===== config.mk =====
export PLATFORM = sky130hd
export DESIGN_NAME = axis_mat_loader
export DESIGN_NICKNAME = d
export VERILOG_FILES = /design/src/rtl/axis_mat_loader.sv
export SDC_FILE = /design/constraint.sdc
export NUM_CORES = 1
export LEC_CHECK = 0
export CORE_MARGIN = 3
export CORE_UTILIZATION = 25
export DETAILED_ROUTE_END_ITERATION = 7
export GPL_ROUTABILITY_DRIVEN = 0
export PLACE_DENSITY_LB_ADDON = 0.12
export SLEW_MARGIN = 15
export SYNTH_ARGS = -nofsm -noshare
export SYNTH_HDL_FRONTEND = slang
export SYNTH_SLANG_ARGS = --single-unit

===== constraint.sdc =====
create_clock -name clk -period 2.19 [get_ports clk]
set_input_delay 0.219 -clock clk [delete_from_list [all_inputs] [get_ports clk]]
set_output_delay 0.219 -clock clk [all_outputs]
set_load 0.02 [all_outputs]

===== src/rtl/axis_mat_loader.sv =====
// -----------------------------------------------------------------------------
// axis_mat_loader
//
// Purpose:
//   Loads one n x n matrix (n <= N_MAX) from an AXI-Stream into a downstream
//   LEN-deep shift register (LEN = N_MAX*N_MAX).
//   - Elements arrive row-major and are passed straight through as shift
//     strobes.
//   - Once the matrix ends (expected count reached, or an early tlast), the
//     register is topped up with zero shifts.
//   - Every start therefore produces exactly LEN shifts. Stream element j ends
//     up at downstream index j, and all indices past the received count hold 0.
//   - Framing and configuration problems raise a sticky error flag. The next
//     start clears it.
//
// Ports:
//   clk            sole clock, rising edge
//   rst            synchronous active-high reset
//   start          one-cycle load request (honoured only when idle)
//   cfg_n          matrix dimension n, sampled with start
//   s_axis_tdata   stream element
//   s_axis_tvalid  stream valid
//   s_axis_tlast   marks the final matrix element
//   s_axis_tready  stream ready (high only while loading)
//   shift_en       shift strobe to the downstream register
//   shift_data     serial data to the downstream register
//   busy           high whenever a load is in progress
//   done           one-cycle pulse once the register contents are final
//   err            sticky framing/config error
// -----------------------------------------------------------------------------
module axis_mat_loader #(
  parameter int N_MAX = 4,
  parameter int WIDTH = 32
) (
  input  logic                         clk,
  input  logic                         rst,
  input  logic                         start,
  input  logic [$clog2(N_MAX+1)-1:0]   cfg_n,
  input  logic [WIDTH-1:0]             s_axis_tdata,
  input  logic                         s_axis_tvalid,
  input  logic                         s_axis_tlast,
  output logic                         s_axis_tready,
  output logic                         shift_en,
  output logic [WIDTH-1:0]             shift_data,
  output logic                         busy,
  output logic                         done,
  output logic                         err
);

  localparam int LEN = N_MAX * N_MAX;
  localparam int CW  = $clog2(LEN + 1);

  // Value of the shift counter on the final shift of a load.
  localparam logic [CW-1:0] LAST_SHIFT = CW'(LEN - 1);

  typedef enum logic [1:0] {
    S_IDLE,
    S_LOAD,
    S_PAD,
    S_DONE
  } state_t;

  state_t          r_state;
  state_t          w_state_next;

  // r_cnt counts every shift since start: data shifts first, then pads.
  logic [CW-1:0]   r_cnt;
  logic [CW-1:0]   w_cnt_next;
  logic [CW-1:0]   r_k;
  logic [CW-1:0]   w_k_next;
  logic            r_err;
  logic            w_err_next;

  logic [CW-1:0]   w_n_ext;
  logic [CW-1:0]   w_n_sq;
  logic            w_cfg_bad;
  logic            w_tready;
  logic            w_hs;
  logic            w_shift_en;
  logic [WIDTH-1:0] w_shift_data;
  logic            w_done;

  // n*n never exceeds LEN, so the product fits the counter width.
  assign w_n_ext   = CW'(cfg_n);
  assign w_n_sq    = w_n_ext * w_n_ext;
  assign w_cfg_bad = (cfg_n == '0) || (int'(cfg_n) > N_MAX);

  // Ready depends only on registered state. Masking it with rst means a beat
  // offered during reset is never taken and produces no shift.
  assign w_tready  = (r_state == S_LOAD) && !rst;
  assign w_hs      = s_axis_tvalid && w_tready;

  always_comb begin
    w_state_next = r_state;
    w_cnt_next   = r_cnt;
    w_k_next     = r_k;
    w_err_next   = r_err;
    w_shift_en   = 1'b0;
    w_shift_data = '0;
    w_done       = 1'b0;

    case (r_state)
      S_IDLE: begin
        if (start) begin
          w_cnt_next = '0;
          if (w_cfg_bad) begin
            // No data is expected. Zero-fill the whole register instead.
            w_err_next   = 1'b1;
            w_k_next     = '0;
            w_state_next = S_PAD;
          end else begin
            w_err_next   = 1'b0;
            w_k_next     = w_n_sq;
            w_state_next = S_LOAD;
          end
        end
      end

      S_LOAD: begin
        if (w_hs) begin
          w_shift_en   = 1'b1;
          w_shift_data = s_axis_tdata;
          w_cnt_next   = r_cnt + CW'(1);
          if (r_cnt == r_k - CW'(1)) begin
            // Last expected element. It must carry tlast.
            if (!s_axis_tlast) begin
              w_err_next = 1'b1;
            end
            // A full N_MAX x N_MAX matrix needs no padding.
            w_state_next = (r_cnt == LAST_SHIFT) ? S_DONE : S_PAD;
          end else if (s_axis_tlast) begin
            // Early tlast: the matrix is short, so pad out the rest.
            w_err_next   = 1'b1;
            w_state_next = S_PAD;
          end
        end
      end

      S_PAD: begin
        w_shift_en = 1'b1;
        w_cnt_next = r_cnt + CW'(1);
        if (r_cnt == LAST_SHIFT) begin
          w_state_next = S_DONE;
        end
      end

      S_DONE: begin
        w_done       = 1'b1;
        w_state_next = S_IDLE;
      end

      default: begin
        w_state_next = S_IDLE;
      end
    endcase
  end

  always_ff @(posedge clk) begin
    if (rst) begin
      r_state <= S_IDLE;
      r_cnt   <= '0;
      r_k     <= '0;
      r_err   <= 1'b0;
    end else begin
      r_state <= w_state_next;
      r_cnt   <= w_cnt_next;
      r_k     <= w_k_next;
      r_err   <= w_err_next;
    end
  end

  // Strobes are masked during reset so an aborted load emits no further shifts.
  assign s_axis_tready = w_tready;
  assign shift_en      = w_shift_en && !rst;
  assign shift_data    = rst ? '0 : w_shift_data;
  assign done          = w_done && !rst;
  assign busy          = (r_state != S_IDLE);
  assign err           = r_err;

endmodule


==> summary.json <==
{
  "powerDensity": {"value": 646, "unit": "nW/um^2"},
  "power.clock.fraction": {"value": 18.0, "unit": "%"},
  "yosys_warnings": {"value": 0},
  "count_of_buffers_from_port_buffering": {"value": 76},
  "seqCellArea": {"value": 240, "unit": "um^2"},
  "timing.critical_path.fanout_max": {"value": 24},
  "fillerInstances": {"value": 458},
  "outcome": {"value": "finished, final reports clean"},
  "post_synth.cell_area_avg": {"value": 7.78, "unit": "um^2"},
  "grt_start_max_net_pins": {"value": 25},
  "synth_edf_count": {"value": 0},
  "drv_cap": {"value": 0},
  "final_period_minus_worst_setup_slack": {"value": 2.01, "unit": "ns"},
  "die_width": {"value": 75.2, "unit": "um"},
  "cts_num_sinks": {"value": 12},
  "synth.top_cell.area_share": {"value": 20.0, "unit": "%"},
  "fin_crit_sh": {"value": 92.0, "unit": "%"},
  "globalRoute.totalOverflow": {"value": 0},
  "via_per_inst": {"value": 4.90},
  "count_of_cells_resized_by_post_cts_repair": {"value": 29},
  "groute.usage.overall": {"value": 13.2, "unit": "%"},
  "reg2regPathDepth": {"value": 7},
  "startpoint_type": {"value": "register"},
  "hp-class": {"value": "reg2reg"},
  "floorplan.die.height": {"value": 75.2, "unit": "um"},
  "timing.critical_path.slowest_cell_delay": {"value": 0.63, "unit": "ns"},
  "routed_wl": {"value": 4.02, "unit": "mm"},
  "cts_hold_buf": {"value": 0},
  "synth_cell_types": {"value": 38},
  "drc": {"value": 0},
  "fin_setup_tns": {"value": 0, "unit": "ns"},
  "cts-root-buf": {"value": "sky130_fd_sc_hd__clkbuf_8"},
  "total_switching_power": {"value": 543, "unit": "uW"},
  "async_sr_flop_fraction": {"value": 0, "unit": "%"},
  "rsz0062_at_grt": {"value": "no"},
  "post-cts-setup-buffer-count": {"value": 0},
  "drt_pre_antenna_iters": {"value": 4},
  "cellLeakagePower": {"value": 1.14, "unit": "nW"},
  "number_of_cells_produced_by_synthesis": {"value": 154},
  "hold_viol_final": {"value": 0},
  "internal_power": {"value": 805, "unit": "uW"},
  "sw_frac_of_total": {"value": 40.3, "unit": "%"},
  "antenna_cells_inserted": {"value": 0},
  "finalSetupViolations": {"value": 0},
  "critical_path.cell_chain": {"value": "inv_1, ha_1, nor2b_2, buf_6, clkdlybuf4s50_1"},
  "synth.cell_area": {"value": 1200, "unit": "um^2"},
  "core.rowCount": {"value": 24},
  "worst_setup_path_end_kind": {"value": "output pin"},
  "drive_gt1_share": {"value": 9.05, "unit": "%"},
  "num_io_pins": {"value": 77},
  "wire_length_of_the_first_global_routing_pass": {"value": 5.73, "unit": "mm"},
  "clk_path_buf_depth": {"value": 2},
  "cts.htree.levels": {"value": 1},
  "final_nets": {"value": 282},
  "synth_ff_type": {"value": "sky130_fd_sc_hd__dfxtp_1"},
  "syn-num-nets": {"value": 203},
  "cpMaxStageDelayCell": {"value": "sky130_fd_sc_hd__clkdlybuf4s50_1"},
  "seq_pwr_share": {"value": 22.1, "unit": "%"},
  "detailroute.via_count": {"value": 1393},
  "final.setup_skew": {"value": 0.00211, "unit": "ns"},
  "cts_tree": {"value": "built"},
  "synth_seq_cells": {"value": 12},
  "critical_path_arrival": {"value": 1.80, "unit": "ns"},
  "worst-endpoint-required": {"value": 1.97, "unit": "ns"},
  "final_cell_area": {"value": 2090, "unit": "um^2"},
  "area.growth.synth_to_final": {"value": 74.0, "unit": "%"},
  "timing_worst_slew_pin_value": {"value": 0.386, "unit": "ns"},
  "multi_input_comb_area": {"value": 886, "unit": "um^2"},
  "placeableCoreArea": {"value": 4500, "unit": "um^2"},
  "detailedRoute.firstIterationViolations": {"value": 26},
  "slew_viol_final": {"value": 0},
  "placed_cell_area": {"value": 2050, "unit": "um^2"},
  "peak_supply_drop": {"value": 0.602, "unit": "mV"},
  "clock.fmax": {"value": 496, "unit": "MHz"},
  "grt_pass1_vias": {"value": 1200},
  "routedWlPerCell": {"value": 14.2, "unit": "um"},
  "yosysSeqAreaShare": {"value": 20.0, "unit": "%"},
  "path_class": {"value": "reg2out"},
  "tritoncts.num_buffers": {"value": 3},
  "start_util": {"value": 26.6, "unit": "%"},
  "place.detailed.hpwl": {"value": 3.28, "unit": "mm"},
  "synthTopCellsByArea": {"value": "sky130_fd_sc_hd__dfxtp_1 (20%), sky130_fd_sc_hd__and3_1 (18%), sky130_fd_sc_hd__ha_1 (9.4%)"},
  "drt.antenna.violating_nets": {"value": 0},
  "worst_skew_pair.late_latency": {"value": 0.24, "unit": "ns"},
  "synth_area_leader_cell": {"value": "sky130_fd_sc_hd__dfxtp_1"},
  "cts.reportedPaths.clkPinSlew": {"value": 0.05, "unit": "ns"},
  "design.die.area": {"value": 5660, "unit": "um^2"},
  "share_of_power_burned_in_combinational_logic": {"value": 59.9, "unit": "%"},
  "number_of_antenna_violations_at_the_first_check_in_global_routing": {"value": 0},
  "whs_path_depth": {"value": 2},
  "relSlewSlack": {"value": 74.2, "unit": "%"}
}
-- cell type report --
| cell class | instances | area share, % |
|---|---|---|
| inverter | 8 | 1.44 |
| sequential | 12 | 11.5 |
| clock buffer | 4 | 2.64 |
| multi-input combinational | 123 | 42.5 |
| tap | 52 | 3.12 |
| timing repair buffer | 85 | 38.8 |
-- critical path, delay by kind of cell, from the launching register on --
family                   cells  cell delay (ns)
buffers and inverters        3             0.89
flip-flops                   1             0.31
AND/OR/NAND/NOR              1             0.18
adder cells (fa/ha/maj)      1             0.17
-- synthesized netlist by cell type (all sizes together), types with 3 or more instances --
| cell type | n |
|---|---|
| and3 | 34 |
| dfxtp | 12 |
| a21oi | 9 |
| ha | 9 |
| clkbuf | 8 |
| inv | 8 |
| nor2 | 7 |
| nand2 | 6 |
| nand3 | 6 |
| nor2b | 6 |
| a211oi | 5 |
| o21ai | 5 |
| and2 | 4 |
| a211o | 3 |
| a311oi | 3 |
| buf | 3 |
| nand3b | 3 |
| nor3 | 3 |
-- routing by layer --
| layer | GRT usage, % | wire, um | up-vias |
|---|---|---|---|
| met3 | 3.34 | 418 | 2 |
| met2 | 23.0 | 1880 | 59 |
| met1 | 16.0 | 1700 | 614 |
| met4 | 3.50 | 23 | 0 |
| li1 | - | - | 718 |
| met5 | 0 | 0 | - |
-- cell families (layout without fill, tap and decap cells) --
family	Yosys count	in the layout	synth area share [%]
compound gates	28	28	18.2
buf+inv	19	97	6.26
mux	2	2	1.67
simple gates	80	80	39.7
flops	12	12	20.0
fa+ha+maj	9	9	9.39
xor+xnor	4	4	4.80
-- power groups by stage --
stage | Sequential [mW] | Combinational, mW | Clock (mW)
6_report | 0.297 | 0.808 | 0.243
5_1_grt | 0.304 | 0.889 | 0.263
4_1_cts | 0.298 | 0.813 | 0.252
3_5_place_dp | 0.303 | 0.828 | 0
3_3_place_gp | 0.302 | 0.828 | 0
2_1_floorplan | 0.308 | 0.504 | 0
-- placed cells by master (no fill, tap or decap), types with 6 or more instances in the layout --
cell / count
sky130_fd_sc_hd__nand3_1: 6
sky130_fd_sc_hd__inv_1: 8
sky130_fd_sc_hd__clkdlybuf4s50_1: 43
sky130_fd_sc_hd__dlygate4sd2_1: 28
sky130_fd_sc_hd__nand2_1: 6
sky130_fd_sc_hd__dfxtp_1: 12
sky130_fd_sc_hd__nor2_1: 7
sky130_fd_sc_hd__ha_1: 9
sky130_fd_sc_hd__and3_1: 34
sky130_fd_sc_hd__a21oi_1: 9
sky130_fd_sc_hd__buf_4: 8
-- through the flow --
stage	util, %	std cells	worst slack (ns)	hold WS, ns	total power [mW]
after floorplan	-	154	0.304	0.394	0.811
after global placement	45.4	280	0.135	0.475	1.13
after detailed placement	45.4	280	0.108	0.483	1.13
after CTS	46.0	284	0.00370	0.491	1.36
after global routing	46.3	284	0.0496	0.510	1.46
final	46.3	284	0.176	0.483	1.35
-- state kept, by name (all words and copies together) (netlist names) --
name,flops
err,1
r_cnt,5
r_k,4
r_state,2
-- final timing paths --
path	startpoint	to	slack, ns
max	r_state[1]	s_axis_tready	0.18
min	r_cnt[4]	r_cnt[4]	0.48
max reg2reg	r_cnt[0]	r_state[1]	0.30
min reg2reg	r_cnt[4]	r_cnt[4]	0.48
(Power assumes the default switching activity.)
==> edit 1, RTL diff (config.mk and constraints unchanged) <==
Compare `r_cnt` against `LAST_SHIFT` with >= in place of ==.
--- a/src/rtl/axis_mat_loader.sv
+++ b/src/rtl/axis_mat_loader.sv
@@ -127,7 +127,7 @@
               w_err_next = 1'b1;
             end
             // A full N_MAX x N_MAX matrix needs no padding.
-            w_state_next = (r_cnt == LAST_SHIFT) ? S_DONE : S_PAD;
+            w_state_next = (r_cnt >= LAST_SHIFT) ? S_DONE : S_PAD;
           end else if (s_axis_tlast) begin
             // Early tlast: the matrix is short, so pad out the rest.
             w_err_next   = 1'b1;
Behaviour: no difference found for any inputs over 10 cycles, from zero or initial values and one cycle with rst high; that may be too few to reach the edited logic, so the function may still have changed.
==> edit 1 against the unedited design <==
- combinational power is 16% lower
- final area fell by 1.7%
- global-route usage is 1.2 points higher
- power is 9.5% lower
- wire length increased by 2.7%
- area after synthesis down 4.7%
- largest power group unchanged
- worst setup slack got worse by 0.044 ns
- sequential cell count is the same
==> edit 1: results (changes against the unedited design) <==
* Count of yosys warnings during synthesis: 0 (unchanged)
- The worst slack at placement was 0.0777 ns (was 0.108 ns).
- The maximum net fanout on the critical path was 33 (was 24).
- CP Data Arrival Time: 1.84 ns (was 1.80 ns)
* Leakage: 1.14 nW (about the same)
- After clock tree synthesis, the clock-pin slew on the worst setup and hold paths is 0.06 ns.
- Measured slew at the worst slew-check pin: 0.341 ns (was 0.386 ns)
- Cell with the largest stage delay on the worst path: sky130_fd_sc_hd__clkdlybuf4s50_1 (unchanged)
* Fillcell total: 414 (was 458)
* Clock root buffer: sky130_fd_sc_hd__clkbuf_8 (unchanged)
- The relative contribution of sequential cells to total power was 0.242 (was 0.221).
* Global-route usage over all layers: 0.143 (was 0.132)
* Maximum VDD drop: 0.000561 V (was 0.000602 V)
- Number of input and output port buffers inserted: 76 (unchanged)
* Number of vias in the routed layout: 1383 (was 1393)
* Top cells by count, synth: sky130_fd_sc_hd__and3_1 (33), sky130_fd_sc_hd__dfxtp_1 (12), sky130_fd_sc_hd__inv_1 (11), sky130_fd_sc_hd__nor2_1 (11), sky130_fd_sc_hd__a21oi_1 (10) (was sky130_fd_sc_hd__and3_1 (34), sky130_fd_sc_hd__dfxtp_1 (12), sky130_fd_sc_hd__a21oi_1 (9), sky130_fd_sc_hd__ha_1 (9))
* Seq/Total Area, Yosys: 0.210 (was 0.200)
- The path class of the lowest-slack min-delay path is flop to flop (unchanged).
* Mapped Cells: 153 (was 154)
- The global-route wire length before repair came to 6130 µm (was 5730 µm).
* Synthesized-area fraction occupied by ao, oa, aoi and oai cells: 0.169 (was 0.182)
- Sequential power: 0.000295 W
* Initial DRC Count: 33 (was 26)
- The total nets after synthesis was 202 (was 203).
- The share of post-route cells with drive strength above 1 came to 0.0940 (was 0.0905).
- Outcome: complete, no violations (unchanged).
- Top area cells in the synthesized netlist: sky130_fd_sc_hd__dfxtp_1 (21%), sky130_fd_sc_hd__and3_1 (18%), sky130_fd_sc_hd__ha_1 (9.9%) (was sky130_fd_sc_hd__dfxtp_1 (20%), sky130_fd_sc_hd__and3_1 (18%), sky130_fd_sc_hd__ha_1 (9.4%))
- Proportion of synthesized area in mux cells: 0.00986 (was 0.0167)
- The number of post-CTS setup repair buffers is 0 (unchanged).
- The total placed instance area is 2020 µm² (was 2050 µm²).
- Antenna cell count: 0 (unchanged)
- HPWL after detailed placement: 3420 µm (was 3280 µm)
* Number of global-route vias before repair: 1283 (was 1200)
- The number of gates resized after CTS came to 31 (was 29).
- Maximum number of pins on one net before global-route repair: 34 (was 25)
- Area share of xor/xnor cells in the synthesized design: 0.0591 (was 0.0480)
- The internal power was 0.000750 W (was 0.000805 W).
* Setup Skew: 0.00120 ns (was 0.00211 ns)
- Final layout net count: 284 (was 282)
* Family with the most delay on the worst path: buffers and inverters (unchanged)
- The vias per cell was 4.87 (was 4.90).
- The area share of fa/ha/maj cells after synthesis was 0.0986 (was 0.0939).
- The routed length per placed instance came to 14.5 µm (was 14.2 µm).
- Number of antenna violations at the first check in global routing: 0 (unchanged)
[edit 1: final timing paths]
kind / endpoint / start / cells past startpoint / slack, ns
setup / recovery: s_axis_tready / r_state[0] / 4 / 0.13
hold / removal: err / err / 1 / 0.48
setup reg to reg: r_state[0] / r_k[2] / 7 / 0.14
hold reg to reg: err / err / 1 / 0.48
[edit 1: metal layers]
metal / wire length, µm / up-vias / part of all wire / track usage
met5: 0 / - / 0 / 0
met4: 36 / 0 / 0.0087 / 0.0241
li1: - / 706 / - / -
met2: 2240 / 41 / 0.54 / 0.262
met3: 230 / 4 / 0.056 / 0.0246
met1: 1620 / 632 / 0.39 / 0.176
[edit 1: cell type report]
| type | count | area, µm² | share of cell area |
|---|---|---|---|
| repair buffers | 87 | 826 | 0.403 |
| multi-input cells | 120 | 825 | 0.402 |
| flip-flops and latches | 12 | 240 | 0.117 |
| well taps | 50 | 62.6 | 0.0305 |
| clock buffers | 4 | 55.1 | 0.0269 |
| inverters | 11 | 41.3 | 0.0201 |
==> edit 2, RTL diff (same settings) <==
Without the edit above. Set the parameter `N_MAX` to 16 (it was 4).
--- a/src/rtl/axis_mat_loader.sv
+++ b/src/rtl/axis_mat_loader.sv
@@ -29,7 +29,7 @@
 //   err            sticky framing/config error
 // -----------------------------------------------------------------------------
 module axis_mat_loader #(
-  parameter int N_MAX = 4,
+  parameter int N_MAX = 16,
   parameter int WIDTH = 32
 ) (
   input  logic                         clk,
Interface: changed (resized cfg_n); port bits go from 77 to 79. No check against the original RTL was run, so the function may have changed too.
==> edit 2 against the unedited design <==
- the flow now finishes with violations (negative setup slack)
- power increased by 42%
- global-route usage increased by 0.30 points
- area after synthesis increased by 56%
- wire length increased by 38%
- sequential share of layout area increased by 1.3 points
- synthesized cell count increased by 55%
- final area increased by 51%
- sequential cell count increased by 8
- worst setup slack got worse by 0.61 ns
- critical path type is now input pin to flop
- largest cell class unchanged
==> edit 2: results (changes against the unedited design) <==
- The arrival time at the worst endpoint was 2.84 ns (was 1.80 ns).
- Worst-path clk slew: 0.08 ns (was 0.05 ns)
- The critical path's slowest cell is sky130_fd_sc_hd__fa_1 (was sky130_fd_sc_hd__clkdlybuf4s50_1).
* Failing checks: negative setup slack
- Biggest fanout along the worst timing path: 3 (was 24)
- The largest net degree at the start of global routing was 18 (was 25).
* Outcome: finished with violations (was complete, no violations)
- Class of the tightest hold or removal check: input pin to flop (was flop to flop)
- Delay contributed by the slowest stage of the critical path: 0.50 ns (was 0.63 ns)
* Initial DRC Count: 49 (was 26)
- The global-route total usage across every layer is 0.135 (was 0.132).
* Min setup slack post-route: -0.437 ns (was 0.176 ns)
* Clock latency on the worst-skew pair: 0.27 ns (was 0.24 ns)
- The switching portion of total power came to 0.380 (was 0.403).
- The number of vias in the routed layout came to 1996 (was 1393).
* Synthesized Nets: 299 (was 203)
- The vias per cell came to 4.53 (was 4.90).
* Number of global-route vias before repair: 2031 (was 1200)
- The number of buffer cells added on primary ports is 78 (was 76).
- The share of post-route cells with drive strength above 1 came to 0.226 (was 0.0905).
* Tightest slew margin relative to the limit: 0.696 (was 0.742)
- Biggest regs: r_cnt: 9 flops, r_k: 8 flops, r_state: 2 flops (was r_cnt: 5 flops, r_k: 4 flops, r_state: 2 flops).
- Mapped Cells: 238 (was 154)
- The final-report setup violation count is 4 (was 0).
- Top cells by count, synth: sky130_fd_sc_hd__and3_1 (33), sky130_fd_sc_hd__nor2_1 (25), sky130_fd_sc_hd__dfxtp_1 (20) (was sky130_fd_sc_hd__and3_1 (34), sky130_fd_sc_hd__dfxtp_1 (12), sky130_fd_sc_hd__a21oi_1 (9), sky130_fd_sc_hd__ha_1 (9)).
- Routed wire length per instance: 12.6 µm (was 14.2 µm)
- Fin Setup TNS: -1.29 ns (was 0 ns)
- The standby leakage power was 1.61 nW (was 1.14 nW).
* Post-placement worst setup slack: -1.22 ns (was 0.108 ns)
- The largest vdd supply drop came to 0.000203 V (was 0.000602 V).
- The number of distinct standard cells referenced by the synthesized netlist came to 44 (was 38).
==> edit 2: critical path, delay by kind of cell <==
kind / cells / cell delay, ns
AOI/OAI and AO/OA: 4 / 0.63
xor gates and xnor gates: 1 / 0.07
adders and majority gates: 4 / 1.43
buffers and inverters: 2 / 0.13
and+or+nand+nor: 2 / 0.37
==> edit 2: through the flow <==
step	total power (W)	area (µm²)	hold WS (ns)
5_1_grt	0.00206	3150	0.442
6_report	0.00191	3150	0.397
3_3_place_gp	0.00149	3020	0.480
4_1_cts	0.00189	3070	0.444
2_1_floorplan	0.00108	1950	0.397
3_5_place_dp	0.00149	3020	0.480
==> edit 2: cell type report <==
class                           instances  area [µm²]
Tap cell                               96         120
Clock buffer                            3        41.3
Sequential cell                        20         404
Inverter                               16        60.1
Multi-Input combinational cell        187        1440
Timing Repair Buffer                  118        1050
Fill cell                             718        3870
Clock inverter                          1        30.0
==> edit 2: cell families after synthesis <==
kind of cell    share of synthesized area
compound gates                      0.140
simple gates                        0.312
mux                                0.0160
flops                               0.214
fa+ha+maj                           0.135
xor+xnor                            0.117
buf+inv                            0.0661
==> edit 2: repair_timing <==
item                                    CTS  global route
gates resized for setup                  62            19
buffers inserted                          2             2
hold endpoints to repair                  0             0
endpoints found under the setup margin   38             8
pin swaps                                20            16
==> edit 2: path summary, 6_finish.rpt <==
kind	startpoint	to	slack, ns	cells after the start
setup reg to reg	r_k[0]	r_state[1]	0.13	8
hold / removal	cfg_n[4]	r_k[0]	0.40	5
setup / recovery	cfg_n[1]	r_k[7]	-0.44	13
hold reg to reg	r_k[8]	r_k[8]	0.49	2
==> edit 2: layer usage <==
layer	GRT usage	vias to the layer above	share of wire
met1	0.164	888	0.44
li1	-	1039	-
met4	0.0421	0	0.013
met3	0.0431	5	0.081
met2	0.224	64	0.46
met5	0	-	0
==> edit 2: power by group through the flow <==
stage | Combinational [W] | Sequential [W] | Clock [W]
floorplan | 0.000603 | 0.000472 | 0
global placement | 0.00103 | 0.000457 | 0
detailed placement | 0.00103 | 0.000460 | 0
CTS | 0.00104 | 0.000451 | 0.000398
global route | 0.00118 | 0.000462 | 0.000420
finish | 0.00107 | 0.000453 | 0.000388
